==> src/rtl/usb_pkg.sv <==
// Shared USB protocol definitions: PID codes and the
// protocol FSM state encoding.
package usb_pkg;

  localparam logic [3:0] PID_OUT   = 4'b0001;
  localparam logic [3:0] PID_IN    = 4'b1001;
  localparam logic [3:0] PID_DATA0 = 4'b0011;
  localparam logic [3:0] PID_ACK   = 4'b0010;
  localparam logic [3:0] PID_NAK   = 4'b1010;

  typedef enum logic [2:0] {
    S_IDLE,
    S_TX_TOKEN,
    S_TX_DATA,
    S_WAIT_HS,
    S_WAIT_DATA,
    S_TX_ACK,
    S_TX_NAK,
    S_DONE
  } usb_state_t;

  function automatic logic is_token(input logic [3:0] p);
    return (p == PID_OUT) || (p == PID_IN);
  endfunction

endpackage

==> src/rtl/usb_timeout_timer.sv <==
// Response timeout counter: cleared on the last transmitted
// packet, counts while waiting, saturates at the limit.
module usb_timeout_timer #(
  parameter int TIMEOUT_CYCLES = 255
) (
  input  logic clk,
  input  logic rst_L,
  input  logic clear,
  input  logic enable,
  output logic expired
);

  localparam int W = $clog2(TIMEOUT_CYCLES + 1);
  localparam logic [W-1:0] LIMIT = W'(TIMEOUT_CYCLES);

  logic [W-1:0] count;

  // Saturating wait counter; never wraps back to zero
  always_ff @(posedge clk or negedge rst_L) begin
    if (!rst_L) begin
      count <= '0;
    end else if (clear) begin
      count <= '0;
    end else if (enable && (count != LIMIT)) begin
      count <= count + 1'b1;
    end
  end

  assign expired = (count == LIMIT);

endmodule

==> src/rtl/usb_protocol_fsm.sv <==
// USB transaction engine: token, data and handshake
// exchanges with NAK/error/timeout retries.
module usb_protocol_fsm
  import usb_pkg::*;
#(
  parameter int TIMEOUT_CYCLES = 255,
  parameter int MAX_ATTEMPTS   = 8
) (
  input  logic        clk,
  input  logic        rst_L,
  input  logic        trans_avail,
  input  logic [3:0]  pid,
  input  logic [3:0]  endp,
  input  logic [6:0]  addr,
  input  logic [63:0] data_field,
  output logic        trans_taken,
  output logic        success,
  output logic [63:0] data_read,
  output logic        tx_start,
  output logic [3:0]  tx_pid,
  output logic [6:0]  tx_addr,
  output logic [3:0]  tx_endp,
  output logic [63:0] tx_data,
  input  logic        tx_done,
  input  logic        rx_valid,
  input  logic [3:0]  rx_pid,
  input  logic [63:0] rx_data,
  input  logic        rx_err
);

  localparam int AW = $clog2(MAX_ATTEMPTS + 1);
  localparam logic [AW-1:0] MAX_A = AW'(MAX_ATTEMPTS);

  usb_state_t    state;
  logic [3:0]    lat_pid;
  logic [AW-1:0] attempt;
  logic [63:0]   cap;
  logic          expired;
  logic          tmr_clr;
  logic          tmr_en;
  logic          fail;
  logic          retry;

  assign tmr_clr = tx_done &&
                   ((state == S_TX_TOKEN) ||
                    (state == S_TX_DATA));
  assign tmr_en  = (state == S_WAIT_HS) ||
                   (state == S_WAIT_DATA);
  assign retry   = (attempt < MAX_A);

  usb_timeout_timer #(
    .TIMEOUT_CYCLES(TIMEOUT_CYCLES)
  ) u_timer (
    .clk    (clk),
    .rst_L  (rst_L),
    .clear  (tmr_clr),
    .enable (tmr_en),
    .expired(expired)
  );

  // Attempt failure; a received packet beats a timeout
  always_comb begin
    fail = 1'b0;
    case (state)
      S_WAIT_HS:
        fail = rx_valid ? (rx_err || (rx_pid != PID_ACK))
                        : expired;
      S_WAIT_DATA:
        fail = rx_valid ? (!rx_err && (rx_pid != PID_DATA0))
                        : expired;
      S_TX_NAK:
        fail = tx_done;
      default:
        fail = 1'b0;
    endcase
  end

  // Transaction FSM with registered outputs
  always_ff @(posedge clk or negedge rst_L) begin
    if (!rst_L) begin
      state       <= S_IDLE;
      lat_pid     <= '0;
      attempt     <= '0;
      cap         <= '0;
      trans_taken <= 1'b0;
      success     <= 1'b0;
      data_read   <= '0;
      tx_start    <= 1'b0;
      tx_pid      <= '0;
      tx_addr     <= '0;
      tx_endp     <= '0;
      tx_data     <= '0;
    end else begin
      trans_taken <= 1'b0;
      if (fail) begin
        if (retry) begin
          attempt  <= attempt + 1'b1;
          state    <= S_TX_TOKEN;
          tx_start <= 1'b1;
          tx_pid   <= lat_pid;
        end else begin
          state       <= S_DONE;
          tx_start    <= 1'b0;
          trans_taken <= 1'b1;
          success     <= 1'b0;
          data_read   <= '0;
        end
      end else begin
        case (state)
          S_IDLE: begin
            if (trans_avail) begin
              lat_pid <= pid;
              tx_addr <= addr;
              tx_endp <= endp;
              tx_data <= data_field;
              attempt <= AW'(1);
              if (is_token(pid)) begin
                state    <= S_TX_TOKEN;
                tx_start <= 1'b1;
                tx_pid   <= pid;
              end else begin
                state       <= S_DONE;
                trans_taken <= 1'b1;
                success     <= 1'b0;
                data_read   <= '0;
              end
            end
          end
          S_TX_TOKEN: begin
            if (tx_done) begin
              if (lat_pid == PID_OUT) begin
                state  <= S_TX_DATA;
                tx_pid <= PID_DATA0;
              end else begin
                state    <= S_WAIT_DATA;
                tx_start <= 1'b0;
              end
            end
          end
          S_TX_DATA: begin
            if (tx_done) begin
              state    <= S_WAIT_HS;
              tx_start <= 1'b0;
            end
          end
          S_WAIT_HS: begin
            if (rx_valid) begin
              state       <= S_DONE;
              trans_taken <= 1'b1;
              success     <= 1'b1;
              data_read   <= '0;
            end
          end
          S_WAIT_DATA: begin
            if (rx_valid) begin
              tx_start <= 1'b1;
              if (rx_err) begin
                state  <= S_TX_NAK;
                tx_pid <= PID_NAK;
              end else begin
                cap    <= rx_data;
                state  <= S_TX_ACK;
                tx_pid <= PID_ACK;
              end
            end
          end
          S_TX_ACK: begin
            if (tx_done) begin
              state       <= S_DONE;
              tx_start    <= 1'b0;
              trans_taken <= 1'b1;
              success     <= 1'b1;
              data_read   <= cap;
            end
          end
          S_TX_NAK: begin
            state <= S_TX_NAK;
          end
          S_DONE: begin
            state     <= S_IDLE;
            success   <= 1'b0;
            data_read <= '0;
            tx_pid    <= '0;
            tx_addr   <= '0;
            tx_endp   <= '0;
            tx_data   <= '0;
          end
          default: state <= S_IDLE;
        endcase
      end
    end
  end

endmodule

==> config.mk <==
export PLATFORM = sky130hd
export DESIGN_NAME = usb_protocol_fsm
export DESIGN_NICKNAME = d
export VERILOG_FILES = /design/src/rtl/usb_pkg.sv /design/src/rtl/usb_timeout_timer.sv /design/src/rtl/usb_protocol_fsm.sv
export SDC_FILE = /design/constraint.sdc
export NUM_CORES = 1
export LEC_CHECK = 0
export CAP_MARGIN = 0
export CORE_AREA = 2 2 149 151
export CTS_CLUSTER_SIZE = 10
export DETAILED_ROUTE_END_ITERATION = 8
export DIE_AREA = 0 0 151 153
export PLACE_DENSITY_LB_ADDON = 0.1
export SLEW_MARGIN = 20
export SYNTH_ARGS = -nofsm -noshare
export SYNTH_HDL_FRONTEND = slang
export SYNTH_SLANG_ARGS = --single-unit
==> constraint.sdc <==
create_clock -name clk -period 2.7 [get_ports clk]
set_input_delay 0.54 -clock clk [delete_from_list [all_inputs] [get_ports clk]]
set_output_delay 0.54 -clock clk [all_outputs]
set_load 0.05 [all_outputs]
==> results.py, run 1 <==
metrics = {
    "final_layout": {
        "antenna_cells": 0,
        "stdcell_area_mm2": 0.0138,
        "drive_above_1_share": 0.145,
        "layout.cells.non_filler": 1407,
        "fill_cells": 1761,
        "layout.nets": 1275,
        "regArea_mm2": 0.00573,
        "area_delta_synth_final_pct": 44.8,
        "multi_input_area_mm2": 0.00348,
    },
    "synthesis": {
        "synthCells": 803,
        "async_flop_share": 1.00,
        "synth_top_area_share": 0.602,
        "synth_edf_count": 0,
        "syn_area_per_cell_um2": 11.9,
        "ys_seq_area_frac": 0.602,
        "yosys.area.top_type": "dfrtp_1",
        "synth_area_mm2": 0.00952,
        "syn_nets": 958,
        "synth_top_cells_by_count": "dfrtp_1 (229), nand2_1 (178), nand3_1 (79)",
        "synth_flop_cell": "dfrtp_1",
        "ys_warn_count": 0,
        "synth_area_leaders": "dfrtp_1 (60%), mux2_4 (9.5%), nand2_1 (7.0%), a22o_1 (6.0%), nand3_1 (4.2%)",
        "yosysMostFrequentCell": "dfrtp_1",
        "synth_seq_cells": 229,
        "synth.distinct_cells": 57,
    },
    "detailed_routing": {
        "post_drt_wl_per_cell_um": 17.4,
        "first_pass_iters": 4,
        "drt_wl_total_um": 24500,
        "drc": 0,
        "antenna_left": 0,
        "viasPerCell": 5.09,
        "num_vias": 7163,
        "drtIter0Drc": 297,
    },
    "flow_run": {
        "drv_cap": 0,
    },
    "sta": {
        "tightest_slew_ns": 0.832,
        "fin_crit_sh": 0.914,
        "fin_worst_skew_ns": 0.00928,
        "finalSetupTns_ns": 0,
        "relSlewSlack": 0.445,
        "setup_viol": 0,
        "hold_viol": 0,
        "fmax_ghz": 0.405,
        "report.final.slew_viol_count": 0,
        "worst_slack_ns": 0.233,
        "rsz0062_at_grt": "no",
        "finalCriticalPeriod_ns": 2.47,
    },
    "critical_path": {
        "crit_fanout": 32,
        "cp-end-kind": "register",
        "crit_required_ns": 3.10,
        "cp-start-kind": "register",
        "path_class": "register to register",
        "cp.arrival_ns": 2.87,
    },
    "die": {
        "fp.dieW_um": 151,
        "core_area_mm2": 0.0215,
        "fp-row-count": 54,
        "die_y_um": 153,
        "start_util": 0.443,
        "ioPinCount": 299,
        "dieArea_mm2": 0.0231,
    },
    "clock_tree": {
        "cts_tree": "built",
        "htreeDepth": 1,
        "cts_buffer_depth": 3,
        "post_cts_resized": 0,
        "cts_made_buffers": 27,
        "clk_pin_slew_worst_paths_ns": 0.05,
        "clock_sinks": 229,
        "clock-root-buffer": "clkbuf_16",
        "clk_latency_ns": 0.52,
    },
    "global_route": {
        "grt_overflow_total": 0,
        "grt_pass1_wl_um": 38600,
        "grt_start_max_net_pins": 82,
        "grt_pass1_vias": 7216,
        "antenna_found_initial": 0,
        "grt_usage": 0.208,
    },
    "worst_hold_path": {
        "worstHoldPathType": "register to register",
    },
    "place": {
        "portBuffers": 298,
        "gp_congestion": 0.855,
        "pre_cts_slack_ns": -0.0939,
        "dp_hpwl_um": 16700,
        "dp.cells": 1370,
        "place_area_mm2": 0.0130,
    },
    "pwr": {
        "post-layout-total-power_mw": 16.4,
        "irDropWorstVdd_mv": 0.783,
        "p_leak_nw": 6.59,
        "pwr_density_cell_mw_per_mm2": 1190,
    },
    "outcome": {
        "status": "completed",
    },
}
-- sequential cells by signal, summed over array words and instances (netlist names) --
| register | cells |
|---|---|
| attempt | 4 |
| cap | 64 |
| data_read | 64 |
| lat_pid | 4 |
| state | 3 |
| success | 1 |
| trans_taken | 1 |
| tx_addr | 7 |
| tx_data | 64 |
| tx_endp | 4 |
| tx_pid | 4 |
| tx_start | 1 |
| u_timer.count | 8 |
-- stage by stage --
stage	hold WS, ns	utilization
2_1_floorplan	0.244	-
3_3_place_gp	0.468	0.606
5_1_grt	0.509	0.642
6_report	0.490	0.642
4_1_cts	0.491	0.642
3_5_place_dp	0.478	0.606
-- final cells by class --
type,instances,area share
Clock inverter,1,0.000635
Sequential cell,229,0.416
Timing Repair Buffer,344,0.251
Tap cell,280,0.0254
Clock buffer,35,0.0534
Inverter,6,0.00163
Multi-Input combinational cell,512,0.252
-- placed cells by master, fill, tap and decap left out, drive strengths merged, types with 3 or more instances in the layout --
master,n
xor2,7
nand2b,5
nand3,80
buf,46
nor3b,3
inv,7
mux2,70
nor2b,5
a21oi,10
nand4,4
a22o,65
o21ai,22
o21bai,3
clkdlybuf4s50,297
clkbuf,35
nor3,3
nand2,178
mux2i,5
nor2,18
dfrtp,229
-- worst max-delay path, stage by stage, from the launching register on --
cell	delay, ns
dfrtp_1	0.62
nand2_1	0.14
mux2i_1	0.20
a32oi_2	0.09
buf_4	0.17
or2_1	0.28
a211o_2	0.38
buf_12	0.19
a22o_1	0.25
-- final timing paths --
check,depth (start not counted),slack (ns),end,start
worst min-delay path,1,0.49,data_read[32],cap[32]
min in group asynchronous,2,0.56,tx_data[10],rst_L
worst max register to register,8,0.23,data_read[39],state[2]
worst max-delay path,8,0.23,data_read[39],state[2]
worst min register to register,1,0.49,data_read[32],cap[32]
max in group asynchronous,3,1.45,tx_data[47],rst_L
-- power breakdown --
group | internal (mW) | leakage, nW | switching [mW] | total, mW
sequential | 4.69 | 3.01 | 0.782 | 5.47
combinational | 3.17 | 3.21 | 4.61 | 7.77
clock | 1.87 | 0.365 | 1.30 | 3.16
total | 9.73 | 6.59 | 6.68 | 16.4
-- routing by layer --
layer | vias up | GRT usage | wire [µm]
met4 | 0 | 0.0538 | 564
met1 | 3464 | 0.286 | 10700
met5 | - | 0 | 0
met2 | 268 | 0.316 | 10700
li1 | 3396 | - | -
met3 | 35 | 0.0719 | 2510
-- cell families after synthesis --
kind of cell | Yosys count | share of synthesized area
AO/OA/AOI/OAI | 118 | 0.0962
XOR/XNOR | 9 | 0.00828
adder cells (fa/ha/maj) | 2 | 0.00263
buffers and inverters | 62 | 0.0350
flip-flops | 229 | 0.602
multiplexers | 75 | 0.112
AND/OR/NAND/NOR | 308 | 0.144
-- timing repair --
| action | in CTS | in global routing |
|---|---|---|
| endpoints found under the hold margin | 60 | 0 |
| endpoints found under the setup margin | 0 | 0 |
| buffers inserted | 0 | 0 |
| hold buffers | 1 | 0 |
Power figures use the tool's default switching activity.
==> run 2, diff against run 1 <==
==> constraint.sdc (replaced) <==
create_clock -name clk -period 2.9 [get_ports clk]
set_input_delay 0.435 -clock clk [delete_from_list [all_inputs] [get_ports clk]]
set_output_delay 0.435 -clock clk [all_outputs]
set_load 0.05 [all_outputs]
==> results.py, run 2 (same netlist as run 1, synthesis figures left out) <==
metrics = {
    "outcome": {
        "status": "completed",
    },
    "critical_path": {
        "crit_buf_inv": 2,
        "crit_required_ns": 3.29,
        "cp-end-kind": "register",
        "cp_num_cells": 7,
        "worst_path_max_delay_cell": "dfrtp_1",
        "r2r_start": "state[2]",
        "crit_path_start": "state[2]",
        "path_cells": "buf_4, nor3_1, nor2b_1, a21oi_1, a211o_2, buf_12, a22o_1",
        "critPathTopFamily": "compound AO/OA/AOI/OAI gates",
        "path_class": "register to register",
        "cp-start-kind": "register",
        "cp.arrival_ns": 2.92,
        "r2r_setup_slack_ns": 0.38,
        "crit_path_end": "data_read[38]",
        "rr_worst_depth": 7,
        "critPathMaxStageDelay_ns": 0.56,
        "timing.rr.end": "data_read[38]",
        "crit_fanout": 57,
    },
    "sta": {
        "finalCriticalPeriod_ns": 2.52,
        "setup_viol": 0,
        "fin_crit_sh": 0.870,
        "rsz0062_at_grt": "no",
        "fmax_ghz": 0.397,
        "report.final.slew_viol_count": 0,
        "fin_worst_skew_ns": 0.00873,
        "hold_viol": 0,
        "relSlewSlack": 0.459,
        "hold-worst-slack_ns": 0.451,
        "worst_slack_ns": 0.378,
        "finalSetupTns_ns": 0,
        "tightest_slew_ns": 0.811,
    },
    "final_layout": {
        "layout_common_cells": "clkdlybuf4s50_1 (297), dfrtp_1 (229), nand2_1 (177), nand3_1 (78), a22o_1 (65)",
        "layout.nets": 1263,
        "layout.cells.non_filler": 1391,
        "drive_above_1_share": 0.136,
        "reg_top3": "cap (64), data_read (64), tx_data (64)",
        "area_delta_synth_final_pct": 43.9,
        "antenna_cells": 0,
        "layout_commonest_cell": "clkdlybuf4s50_1",
    },
    "die": {
        "fp-row-count": 54,
        "start_util": 0.443,
        "die_y_um": 153,
        "dieArea_mm2": 0.0231,
        "core_area_mm2": 0.0215,
        "fp.dieW_um": 151,
        "ioPinCount": 299,
    },
    "clock_tree": {
        "hold_buffers": 1,
        "clk_pin_slew_worst_paths_ns": 0.05,
        "cts_buffer_depth": 3,
        "htreeDepth": 1,
        "cts_made_buffers": 27,
        "clk_latency_ns": 0.51,
        "clock-root-buffer": "clkbuf_16",
        "post_cts_resized": 0,
        "cts_tree": "built",
        "clock_sinks": 229,
        "post_cts_buffers": 0,
    },
    "global_route": {
        "antenna_found_initial": 0,
        "grt_start_max_net_pins": 82,
        "grt_pass1_vias": 7360,
        "grt_usage": 0.208,
        "busiest_layer": "met2",
        "met1_usage": 0.275,
        "grt_pass1_wl_um": 38800,
        "grt_overflow_total": 0,
        "use_met2": 0.324,
        "use_met3": 0.0699,
    },
    "flow_run": {
        "drv_cap": 0,
    },
    "place": {
        "dp_hpwl_um": 16500,
        "gp_congestion": 0.931,
        "portBuffers": 298,
        "pre_cts_slack_ns": 0.177,
        "dp.cells": 1358,
    },
    "worst_hold_path": {
        "worstHoldPathType": "input port to register",
    },
    "detailed_routing": {
        "post_drt_wl_per_cell_um": 17.5,
        "drt_wl_total_um": 24400,
        "num_vias": 7088,
        "drtIter0Drc": 268,
        "first_pass_iters": 4,
        "viasPerCell": 5.10,
        "drc": 0,
        "antenna_left": 0,
    },
    "pwr": {
        "irDropWorstVdd_mv": 0.662,
        "swShare": 0.406,
        "p_leak_nw": 6.54,
        "post-layout-total-power_mw": 15.3,
        "pwr_density_cell_mw_per_mm2": 1110,
        "intPower_mw": 9.06,
        "comb_power_share": 0.471,
        "switchingPower_mw": 6.19,
        "p_clk_frac": 0.196,
        "seqPwrFrac": 0.333,
    },
}
## run 2: changes by cell type in the layout (fill, tap and decap cells not counted)
cell | previous run | this run
buf_4 | 35 | 23
bufinv_16 | 0 | 1
clkbuf_1 | 5 | 1
inv_6 | 1 | 0
## run 2: cell type report
type	count	area (µm²)
sequential	229	5730
multi-input combinational	512	3480
timing repair buffer	332	3370
clock inverter	1	30.0
tap	280	350
clock buffer	31	721
fill	1747	7780
inverter	6	22.5
## run 2: worst min-delay path, stage by stage
cell and delay, ns:
clkdlybuf4s50_1 0.39, nand2_1 0.05, nand2_1 0.04
## run 2: how the worst min path moves through the flow
stage / start / endpoint / cells past startpoint
2_1_floorplan: rst_L / attempt[0] / 0
3_3_place_gp: rst_L / tx_data[10] / 1
3_5_place_dp: rst_L / tx_data[2] / 1
4_1_cts: data_field[0] / tx_data[0] / 3
5_1_grt: data_field[15] / tx_data[15] / 3
6_report: data_field[60] / tx_data[60] / 3
## run 2: power groups by stage
stage / Combinational [mW] / Clock, mW / Sequential, mW
floorplan: 2.83 / 0 / 7.08
global placement: 7.15 / 0 / 5.10
detailed placement: 7.24 / 0 / 5.09
CTS: 7.24 / 3.08 / 5.09
global route: 7.65 / 3.21 / 5.23
finish: 7.18 / 2.99 / 5.08
## run 2: through the flow
step | cell area, µm² | utilization
finish | 13700 | 0.638
global route | 13700 | 0.638
global placement | 12900 | 0.602
detailed placement | 12900 | 0.602
CTS | 13700 | 0.638
floorplan | 9520 | -
## run 2: layer usage
layer,up-vias,part of all wire,wire length (µm)
li1,3371,-,-
met1,3394,0.42,10200
met2,278,0.44,10800
met3,45,0.11,2630
met4,0,0.029,701
met5,-,0,0
==> run 3, diff against run 2 <==
--- a/config.mk
+++ b/config.mk
@@ -11,6 +11,7 @@
 export DETAILED_ROUTE_END_ITERATION = 8
 export DIE_AREA = 0 0 151 153
 export PLACE_DENSITY_LB_ADDON = 0.1
+export REMOVE_ABC_BUFFERS = 1
 export SLEW_MARGIN = 20
 export SYNTH_ARGS = -nofsm -noshare
 export SYNTH_HDL_FRONTEND = slang
==> results.py, run 3 (same netlist as run 1, synthesis figures left out) <==
metrics = {
    "global_route": {
        "grt_usage": 0.213,
        "grt_pass1_wl_um": 39500,
        "antenna_found_initial": 0,
        "grt_pass1_vias": 7296,
        "grt_overflow_total": 0,
        "grt_start_max_net_pins": 77,
    },
    "sta": {
        "setup_viol": 0,
        "tightest_slew_ns": 0.846,
        "worst_slack_ns": 0.396,
        "finalCriticalPeriod_ns": 2.50,
        "rsz0062_at_grt": "no",
        "fin_worst_skew_ns": 0.0107,
        "relSlewSlack": 0.436,
        "fin_crit_sh": 0.863,
        "report.final.slew_viol_count": 0,
        "fmax_ghz": 0.399,
        "hold_viol": 0,
    },
    "final_layout": {
        "stdcell_area_mm2": 0.0136,
        "area_delta_synth_final_pct": 42.7,
        "drive_above_1_share": 0.130,
        "layout_common_cells": "clkdlybuf4s50_1 (297), dfrtp_1 (229), nand2_1 (177), nand3_1 (78), a22o_1 (65)",
        "antenna_cells": 0,
        "layout_commonest_cell": "clkdlybuf4s50_1",
        "layout.nets": 1257,
        "reg_top3": "cap (64), data_read (64), tx_data (64)",
    },
    "detailed_routing": {
        "viasPerCell": 5.10,
        "drtIter0Drc": 312,
        "post_drt_wl_per_cell_um": 17.9,
        "drt_wl_total_um": 24800,
        "drc": 0,
        "first_pass_iters": 4,
        "antenna_left": 0,
        "num_vias": 7052,
    },
    "critical_path": {
        "cp.arrival_ns": 2.90,
        "cp-start-kind": "register",
        "crit_fanout": 33,
        "worst_path_max_delay_cell": "dfrtp_1",
        "path_class": "register to register",
        "path_cells": "nand2_1, mux2i_1, a32oi_2, nor2_2, or4_4, buf_12, mux2_4",
        "crit_required_ns": 3.29,
        "critPathMaxStageDelay_ns": 0.59,
        "cp-end-kind": "register",
        "rr_worst_depth": 7,
    },
    "die": {
        "fp.dieW_um": 151,
        "ioPinCount": 299,
        "start_util": 0.443,
        "fp-row-count": 54,
        "die_y_um": 153,
        "dieArea_mm2": 0.0231,
        "core_area_mm2": 0.0215,
    },
    "clock_tree": {
        "cts_tree": "built",
        "post_cts_buffers": 0,
        "post_cts_resized": 0,
        "cts_made_buffers": 27,
        "htreeDepth": 1,
        "clock_sinks": 229,
        "clock-root-buffer": "clkbuf_16",
        "clk_pin_slew_worst_paths_ns": 0.06,
        "clk_latency_ns": 0.52,
        "hold_buffers": 1,
        "cts_buffer_depth": 3,
    },
    "pwr": {
        "p_clk_frac": 0.188,
        "irDropWorstVdd_mv": 0.651,
        "p_leak_nw": 6.48,
        "switchingPower_mw": 6.21,
        "swShare": 0.410,
        "intPower_mw": 8.93,
        "pwr_density_cell_mw_per_mm2": 1110,
        "comb_power_share": 0.472,
        "seqPwrFrac": 0.340,
    },
    "place": {
        "gp_congestion": 0.888,
        "place_area_mm2": 0.0129,
        "portBuffers": 298,
        "pre_cts_slack_ns": 0.0538,
        "dp_hpwl_um": 16700,
    },
    "outcome": {
        "status": "completed",
    },
    "flow_run": {
        "drv_cap": 0,
    },
    "worst_hold_path": {
        "worstHoldPathType": "input port to async pin",
    },
}
==> run 3: cell count changes in the layout (fill, tap and decap cells not counted), sizes merged <==
cell	previous run	this run
buf	34	28
bufinv	1	0
clkbuf	31	30
inv	6	7
==> run 3: final timing paths <==
path / slack [ns] / from / to
min in group clk: 0.45 / data_field[19] / tx_data[19]
setup / recovery: 0.40 / state[2] / cap[51]
hold / removal: 0.43 / rst_L / tx_addr[5]
hold reg to reg: 0.48 / cap[63] / data_read[63]
setup reg to reg: 0.40 / state[2] / cap[51]
max in group asynchronous: 1.64 / rst_L / tx_data[5]
==> run 3: layout make-up <==
cell class / instances / area (µm²)
sequential: 229 / 5730
timing repair buffer: 326 / 3300
tap: 280 / 350
fill: 1743 / 7900
clock inverter: 1 / 8.76
clock buffer: 30 / 697
multi-input combinational: 512 / 3480
inverter: 6 / 22.5
==> run 3: stage by stage <==
| stage | power [mW] | instances | setup TNS [ns] | util | hold WS [ns] |
|---|---|---|---|---|---|
| final | 15.1 | 1384 | 0 | 0.632 | 0.434 |
| after global routing | 16.0 | 1384 | 0 | 0.632 | 0.443 |
| after CTS | 15.3 | 1384 | 0 | 0.632 | 0.426 |
| after detailed placement | 12.4 | 1352 | 0 | 0.599 | 0.402 |
| after global placement | 12.3 | 1352 | 0 | 0.599 | 0.400 |
| after floorplan | 9.65 | 747 | -104.55 | - | 0.139 |
==> run 3: routing by layer <==
| metal | vias to the layer above | global-route usage | part of all wire |
|---|---|---|---|
| li1 | 3355 | - | - |
| met4 | 0 | 0.0534 | 0.021 |
| met5 | - | 0 | 0 |
| met3 | 39 | 0.0681 | 0.10 |
| met2 | 260 | 0.340 | 0.45 |
| met1 | 3398 | 0.283 | 0.43 |
==> run 3: worst max-delay path: cells and delay by family, from the launching register on <==
kind / cells / cell delay (ns)
and+or+nand+nor: 3 / 0.78
AOI/OAI and AO/OA: 1 / 0.34
DFF: 1 / 0.59
muxes: 2 / 0.42
buffers and inverters: 1 / 0.22
==> run 3: power groups by stage <==
stage	clock network, mW	registers [mW]	logic [mW]
2_1_floorplan	0	7.18	2.47
3_3_place_gp	0	5.16	7.10
3_5_place_dp	0	5.16	7.20
4_1_cts	2.94	5.15	7.21
5_1_grt	3.07	5.29	7.60
6_report	2.85	5.14	7.15
